## src/rtl/hazard_ctrl_pkg.sv

```systemverilog
// rtl/hazard_ctrl_pkg.sv - shared encodings for the pipeline hazard controller
package hazard_ctrl_pkg;

    localparam int REG_ADDR_LEN = 5;

    typedef enum logic {
        RUN      = 1'b0,
        MEM_WAIT = 1'b1
    } state_e;

    typedef enum logic [1:0] {
        FWD_REG   = 2'b00,
        FWD_EXMEM = 2'b10,
        FWD_MEMWB = 2'b01
    } fwd_e;

endpackage

```

## src/rtl/hazard_ctrl_forward_unit.sv

```systemverilog
// rtl/hazard_ctrl_forward_unit.sv - EX operand bypass select for one source register
module forward_unit
    import hazard_ctrl_pkg::*;
(
    input  logic [REG_ADDR_LEN-1:0] src_i,
    input  logic                    mem_reg_write_i,
    input  logic [REG_ADDR_LEN-1:0] mem_waddr_i,
    input  logic                    wb_reg_write_i,
    input  logic [REG_ADDR_LEN-1:0] wb_waddr_i,
    output fwd_e                    fwd_o
);

    // The younger producer in MEM wins over the older one in WB; r0 is never bypassed.
    always_comb begin
        fwd_o = FWD_REG;
        if (mem_reg_write_i && (mem_waddr_i != '0) && (mem_waddr_i == src_i)) begin
            fwd_o = FWD_EXMEM;
        end else if (wb_reg_write_i && (wb_waddr_i != '0) && (wb_waddr_i == src_i)) begin
            fwd_o = FWD_MEMWB;
        end
    end

endmodule

```

## src/rtl/hazard_ctrl.sv

```systemverilog
// rtl/hazard_ctrl.sv - stall/flush/forward control with data-memory wait FSM and perf counters
module hazard_ctrl
    import hazard_ctrl_pkg::*;
#(
    parameter int unsigned CNT_W      = 32,
    parameter int unsigned WAIT_LIMIT = 255
) (
    input  logic                    clk,
    input  logic                    rst,
    input  logic [REG_ADDR_LEN-1:0] id_rs,
    input  logic [REG_ADDR_LEN-1:0] id_rt,
    input  logic                    id_uses_rs,
    input  logic                    id_uses_rt,
    input  logic                    id_jump,
    input  logic [REG_ADDR_LEN-1:0] ex_rs,
    input  logic [REG_ADDR_LEN-1:0] ex_rt,
    input  logic                    ex_mem_read,
    input  logic [REG_ADDR_LEN-1:0] ex_waddr,
    input  logic                    ex_branch_taken,
    input  logic                    mem_reg_write,
    input  logic [REG_ADDR_LEN-1:0] mem_waddr,
    input  logic                    wb_reg_write,
    input  logic [REG_ADDR_LEN-1:0] wb_waddr,
    input  logic                    mem_req,
    input  logic                    dmem_ack,
    output logic                    pc_en,
    output logic                    ifid_en,
    output logic                    idex_en,
    output logic                    exmem_en,
    output logic                    memwb_en,
    output logic                    ifid_flush,
    output logic                    idex_flush,
    output logic [1:0]              fwd_a,
    output logic [1:0]              fwd_b,
    output logic [CNT_W-1:0]        stall_cycles,
    output logic [CNT_W-1:0]        flush_count,
    output logic                    mem_timeout
);

    localparam int unsigned WAIT_W = $clog2(WAIT_LIMIT + 1);

    state_e              state_q, state_d;
    logic [CNT_W-1:0]    stall_q, stall_d;
    logic [CNT_W-1:0]    flush_q, flush_d;
    logic [WAIT_W-1:0]   wait_q, wait_d;
    logic                timeout_q, timeout_d;
    logic                in_wait;
    logic                freeze;
    logic                load_use;
    fwd_e                fwd_a_w, fwd_b_w;

    forward_unit u_fwd_a (
        .src_i           (ex_rs),
        .mem_reg_write_i (mem_reg_write),
        .mem_waddr_i     (mem_waddr),
        .wb_reg_write_i  (wb_reg_write),
        .wb_waddr_i      (wb_waddr),
        .fwd_o           (fwd_a_w)
    );

    forward_unit u_fwd_b (
        .src_i           (ex_rt),
        .mem_reg_write_i (mem_reg_write),
        .mem_waddr_i     (mem_waddr),
        .wb_reg_write_i  (wb_reg_write),
        .wb_waddr_i      (wb_waddr),
        .fwd_o           (fwd_b_w)
    );

    assign fwd_a = rst ? fwd_a_w : FWD_REG;
    assign fwd_b = rst ? fwd_b_w : FWD_REG;

    assign in_wait  = (state_q == MEM_WAIT) && !dmem_ack;
    assign freeze   = in_wait || ((state_q == RUN) && mem_req && !dmem_ack);
    assign load_use = ex_mem_read && (ex_waddr != '0) &&
                      ((id_uses_rs && (id_rs == ex_waddr)) || (id_uses_rt && (id_rt == ex_waddr)));

    always_comb begin
        state_d = state_q;
        case (state_q)
            RUN:      if (mem_req && !dmem_ack) state_d = MEM_WAIT;
            MEM_WAIT: if (dmem_ack) state_d = RUN;
            default:  state_d = RUN;
        endcase
    end

    // Held in reset the pipeline free-runs; the freeze path only applies once out of reset.
    always_comb begin
        pc_en      = 1'b1;
        ifid_en    = 1'b1;
        idex_en    = 1'b1;
        exmem_en   = 1'b1;
        memwb_en   = 1'b1;
        ifid_flush = 1'b0;
        idex_flush = 1'b0;
        if (rst) begin
            if (freeze) begin
                pc_en    = 1'b0;
                ifid_en  = 1'b0;
                idex_en  = 1'b0;
                exmem_en = 1'b0;
                memwb_en = 1'b0;
            end else if (ex_branch_taken) begin
                ifid_flush = 1'b1;
                idex_flush = 1'b1;
            end else if (load_use) begin
                pc_en      = 1'b0;
                ifid_en    = 1'b0;
                idex_flush = 1'b1;
            end else if (id_jump) begin
                ifid_flush = 1'b1;
            end
        end
    end

    always_comb begin
        stall_d = stall_q;
        if (!pc_en && (stall_q != '1)) stall_d = stall_q + 1'b1;
        flush_d = flush_q;
        if ((ifid_flush || idex_flush) && (flush_q != '1)) flush_d = flush_q + 1'b1;
        wait_d = '0;
        if (in_wait) begin
            wait_d = wait_q;
            if (wait_q != WAIT_W'(WAIT_LIMIT)) wait_d = wait_q + 1'b1;
        end
        timeout_d = timeout_q || (in_wait && (wait_d == WAIT_W'(WAIT_LIMIT)));
    end

    always_ff @(posedge clk or negedge rst) begin
        if (!rst) begin
            state_q   <= RUN;
            stall_q   <= '0;
            flush_q   <= '0;
            wait_q    <= '0;
            timeout_q <= 1'b0;
        end else begin
            state_q   <= state_d;
            stall_q   <= stall_d;
            flush_q   <= flush_d;
            wait_q    <= wait_d;
            timeout_q <= timeout_d;
        end
    end

    assign stall_cycles = stall_q;
    assign flush_count  = flush_q;
    assign mem_timeout  = timeout_q;

endmodule

```

## config.mk

```make
export PLATFORM = sky130hd
export DESIGN_NAME = hazard_ctrl
export DESIGN_NICKNAME = d
export VERILOG_FILES = /design/src/rtl/hazard_ctrl_pkg.sv /design/src/rtl/hazard_ctrl_forward_unit.sv /design/src/rtl/hazard_ctrl.sv
export SDC_FILE = /design/constraint.sdc
export NUM_CORES = 1
export LEC_CHECK = 0
export CAP_MARGIN = 30
export CORE_ASPECT_RATIO = 1.75
export CORE_UTILIZATION = 44
export DETAILED_ROUTE_END_ITERATION = 10
export GPL_ROUTABILITY_DRIVEN = 0
export PLACE_DENSITY = 0.85
export SETUP_SLACK_MARGIN = 0.15
export SYNTH_ARGS = -nofsm -noshare
export SYNTH_HDL_FRONTEND = slang
export SYNTH_HIERARCHICAL = 1
export SYNTH_SLANG_ARGS = --single-unit
```

## constraint.sdc

```tcl
create_clock -name clk -period 2 [get_ports clk]
set_input_delay 0.4 -clock clk [delete_from_list [all_inputs] [get_ports clk]]
set_output_delay 0.4 -clock clk [all_outputs]
set_load 0.1 [all_outputs]
```

### Word-level counts from Yosys, hierarchy flattened

Cells that the tools add are included.
Widths: inputs -> output; s select.

* latch bits: 0
* flip-flop bits (word level): 74
* logic and storage cells: 71
* output and inout bits: 76
* bits in read-only memories: 0
* bits in writable memories: 0
* memories kept: 0

* equality and inequality tests: 10
* $lt $le $gt $ge: 0
* shift-type cells: 0
* multipliers: 0
* multiplexer cells: 26
* div/mod/pow operators: 0
* bitwise logic cells: 1
* $add $sub $neg: 3
* reduce and logical (&&, ||, !) cells: 26

Operators with widths (count)
* $add 32x1->32 const B: 2
* $ne 32x32->1 const B: 2
* $eq 5x5->1: 6
* $mux 1: 19
* $logic_and 1x1->1: 17
* $mux 8: 2
* $reduce_bool 5->1: 3
* $add 8x1->8 const B: 1
* $eq 8x8->1 const B: 1
* $mux 2: 4
* $ne 8x8->1 const B: 1
* $logic_or 1x1->1: 4
* $logic_not 1->1: 2
* $pmux 1 s2: 1
* $not 1->1: 1

### Depth between registers and ports, before layout

* word-level depth: 10
* mapped depth: 9
* depth with buffers taken out: 7

### Modules after synthesis

The synthesis kept the hierarchy.

By module, submodules not included
* hazard_ctrl: area an instance 4101.4 um2, times used 1, cells an instance 407
* forward_unit: area an instance 151.4 um2, times used 2, cells an instance 20

### Worst setup path before layout

OpenSTA, ideal clock, no wires.

* path kind: input to output
* start point: in mem_req
* end point: out pc_en
* arrival time: 2595 ps
* slack: -995 ps
* path buffers: 2
* required time: 1600 ps
* cell stages on the path: 6
* cell sequence: o21bai_1 > inv_1 > nand2_1 > a21boi_2 > buf_2 > buf_4

* cells in the longest elaborated chain, start to end: 5

Ends and longest elaborated chain
* start: declaration: line hazard_ctrl.sv:24 `input logic mem_req,`
* $logic_and 1x1->1 (2 in series): line hazard_ctrl.sv:74 `assign freeze = in_wait || ((state_q == RUN) && mem_req && !dmem_ack);`
* $logic_or 1x1->1: line hazard_ctrl.sv:74
* $mux 1 (2 in series)
* end: declaration: line hazard_ctrl.sv:26 `output logic pc_en,`

No other way between the ends.

### Worst setup path after layout

* start point: in ex_waddr[4]
* end point: out pc_en

* cells in the longest elaborated chain, start to end: 8
* elaborated cells between the ends (all ways): 12
* classes of those cells: eq/ne (2); mux (4); reduce/logical (6)

Ends and longest elaborated chain
* start: declaration: line hazard_ctrl.sv:18 `input logic [REG_ADDR_LEN-1:0] ex_waddr,`
* $eq 5x5->1: line hazard_ctrl.sv:76 `((id_uses_rs && (id_rs == ex_waddr)) || (id_uses_rt && (id_rt == ex_waddr)));`
* $logic_and 1x1->1: line hazard_ctrl.sv:76
* $logic_or 1x1->1: line hazard_ctrl.sv:76
* $logic_and 1x1->1 (*): line hazard_ctrl.sv:75 `assign load_use = ex_mem_read && (ex_waddr != '0) &&`
* $mux 1 (*): line hazard_ctrl.sv:106 `end else if (load_use) begin`
* $mux 1 (*): line hazard_ctrl.sv:103 `end else if (ex_branch_taken) begin`
* $mux 1 (*): line hazard_ctrl.sv:97 `if (freeze) begin`
* $mux 1 (*): line hazard_ctrl.sv:96 `if (rst) begin`

Mark *: on every way between the ends. The rest lies on a longest branch, timed or not.

==> summary.txt <==
Power
  • NetSw: 2.71 mW
  • P_int: 3.86 mW
  • Sequential Power Share: 28.3%
  • Combinational share of power: 43.1%
  • Sw frac: 41.3%
  • Peak VDD IR: 0.889 mV
  • Leakage: 3.84 nW
  • Clock share of power: 28.6%
  • Pwr dens: 744 nW/um^2

Status
  • Violated checks: setup timing
  • Status: finished, violations left

Cells and area
  • Leading cell type in the layout, fill and taps excluded: buf_4
  • Fraction of layout cells with a size suffix above 1: 66.9%
  • Post-layout util: 90.2%
  • Antenna Cells: 0
  • Area delta synth->final: 101%
  • Layout Nets: 759
  • Most frequent cells in the layout: buf_4, xor2_1, buf_12, dfrtp_4, buf_6

Synth
  • Cell Area, Synth: 4400 um^2
  • Mean area per synthesized cell: 9.85 um^2
  • Mapped Cells: 447
  • Post-synth EDFFs: 0
  • Sequential share of the synthesized area: 42.0%
  • Seq cells post-synth: 74
  • Post-synthesis async set-or-reset flop share: 100%
  • Ys Warns: 6
  • Synth unique cells: 50
  • Mapped Nets: 496
  • Most used DFF post-synth: dfrtp_1

CTS
  • Reg clk slew, reported paths: 0.07 ns
  • TritonCTS clock tree: done
  • Number of buffers created by CTS: 9
  • CTS H-tree depth: 3
  • CTS sink cnt: 74
  • Skew-Pair Late Insertion Delay: 0.35 ns
  • Longest Clk Path Bufs: 2
  • CTS root buf: clkbuf_16

Worst setup path
  • R2R setup slack: -0.26 ns
  • Max stage delay on crit path: 0.55 ns
  • Setup Crit Path Kind: in -> out
  • Cell count along the critical path: 7
  • Critical Path Source Type: primary input
  • Worst R2R Path Depth: 6
  • Critical-path cell list: buf_8 > or4_4 > o21ai_4 > nor3b_4 > a21boi_4 > buf_12 > buf_12
  • WP data required: 1.60 ns
  • WP data arrival: 1.87 ns
  • Worst setup EP type: primary output
  • Slowest CP cell: or4_4
  • Critical path peak fanout: 4
  • Most used cell along the critical path: buf_12
  • Buf+Inv Stages, Crit Path: 3
  • Top Family by Delay on Critical Path: simple AND/OR/NAND/NOR gates
  • Worst R2R End: stall_cycles[29]$_DFFE_PN0P_
  • RR Startpoint: stall_cycles[18]$_DFFE_PN0P_

STA
  • Final min period: 2.27 ns
  • Slew Viols, Final: 0
  • Tightest hold margin: 0.0903 ns
  • Final Setup Violations: 70
  • Fmax: 0.441 GHz
  • Fin crit share: 113%
  • Setup Skew: 0.0177 ns
  • Final hold violations: 0
  • Max_slew headroom: 73.5%
  • RSZ-0062 raised after global routing: true
  • Setup ws final: -0.267 ns
  • Worst slew pin tran: 0.396 ns

Global route
  • Global-route wire length before repair: 29.5 mm
  • Initial antenna violation count: 0
  • Overflow left after global routing: 0
  • Vias in the first global route: 5538
  • Pin count of the biggest net entering global routing: 24
  • Total track usage: 37.6%

Routing
  • Initial DRT Pass Iterations: 7
  • Antenna viol nets, final: 0
  • DRC Markers: 0
  • Vias/cell: 6.23
  • Routed length per placed instance: 25.7 um
  • Detailed-route via count: 5233
  • Drt total wl: 21.6 mm
  • Starting DRC count in detailed routing: 379

Die
  • Die width: 77.6 um
  • Ports: 122
  • Die H: 134 um
  • Core area: 9790 um^2
  • Row count: 48
  • Initial Util: 45.0%
  • Full die area: 10400 um^2

Placed design
  • DPL Wire Length: 11.4 mm
  • Port bufs: 121
  • Dpl ws: -0.795 ns

Run
  • # Max-Cap Violations: 0

Worst hold path
  • Hold Path Class: in -> async
state kept, by name, summed over array words and instances, names as in the netlist:
signal,cells
flush_count,32
state_q,1
stall_cycles,32
wait_q,8
mem_timeout,1
Yosys cell counts (4+ instances only):
master,n,share of area (%)
xor2_1,63,13
and2_1,7,0.99
xnor2_1,28,5.6
clkbuf_1,5,0.43
buf_2,5,0.57
and3_1,16,2.3
nand2_1,37,3.2
nor4_1,16,2.3
nor3_1,28,3.2
dfrtp_1,74,42
nor4_2,5,1.4
or3_1,4,0.57
nand4_1,26,3.7
buf_4,6,1.0
inv_1,5,0.43
and4_1,7,1.4
nor3_2,7,1.6
nor2_1,28,2.4
a21oi_1,6,0.68
nand3_1,25,2.8
through the flow:
| step | std cells | power [mW] | area, um^2 | TNS (ns) |
|---|---|---|---|---|
| global route | 840 | 6.70 | 8830 | -12.95 |
| global placement | 793 | 4.36 | 7590 | -39.35 |
| floorplan | 447 | 3.37 | 5130 | -12.22 |
| detailed placement | 793 | 4.42 | 7590 | -42.91 |
| CTS | 836 | 6.36 | 8620 | -3.48 |
| finish | 840 | 6.57 | 8830 | -9.67 |
timing repair:
action	CTS	global route
endpoints found under the setup margin	75	76
hold buffers	1	0
setup buffers	23	4
cloned	3	0
hold endpoints to repair	1	0
resized for setup	234	43
pin swaps	91	53
how the worst max path moves through the flow:
stage | startpoint | to
floorplan | stall_cycles[17]$_DFFE_PN0P_ | stall_cycles[9]$_DFFE_PN0P_
global placement | ex_waddr[0] | flush_count[31]$_DFFE_PN0P_
finish | ex_waddr[4] | pc_en
detailed placement | ex_waddr[0] | flush_count[31]$_DFFE_PN0P_
global route | ex_waddr[4] | stall_cycles[3]$_DFFE_PN0P_
CTS | ex_waddr[4] | pc_en
logic make-up after synthesis:
family,share of synthesized area (%)
buffers and inverters,3.66
flip-flops,42.0
adder cells (fa/ha/maj),0.852
multiplexers,1.56
AO/OA/AOI/OAI,3.64
AND/OR/NAND/NOR,30.1
XOR/XNOR,18.1
final cells by class:
class                           count  area (um^2)
Sequential cell                    74         2040
Fill cell                         368          957
Multi-Input combinational cell    347         3440
Clock inverter                      5         85.1
Clock buffer                       11          253
Inverter                            6         25.0
Tap cell                          125          156
Timing Repair Buffer              272         2830
power by group through the flow:
stage / Sequential [mW] / Clock [mW] / Combinational [mW]
2_1_floorplan: 2.90 / 0 / 0.467
3_3_place_gp: 1.84 / 0 / 2.51
3_5_place_dp: 1.86 / 0 / 2.56
4_1_cts: 1.83 / 1.85 / 2.68
5_1_grt: 1.87 / 1.92 / 2.91
6_report: 1.86 / 1.88 / 2.84
metal layers:
metal	wire [um]	global-route usage (%)	part of all wire, %
met1	6940	36.8	32
met2	11800	70.7	55
met3	1180	6.53	5.4
met4	1670	24.8	7.7
met5	0	0	0
Note: power is estimated with default switching activity, not from simulation.
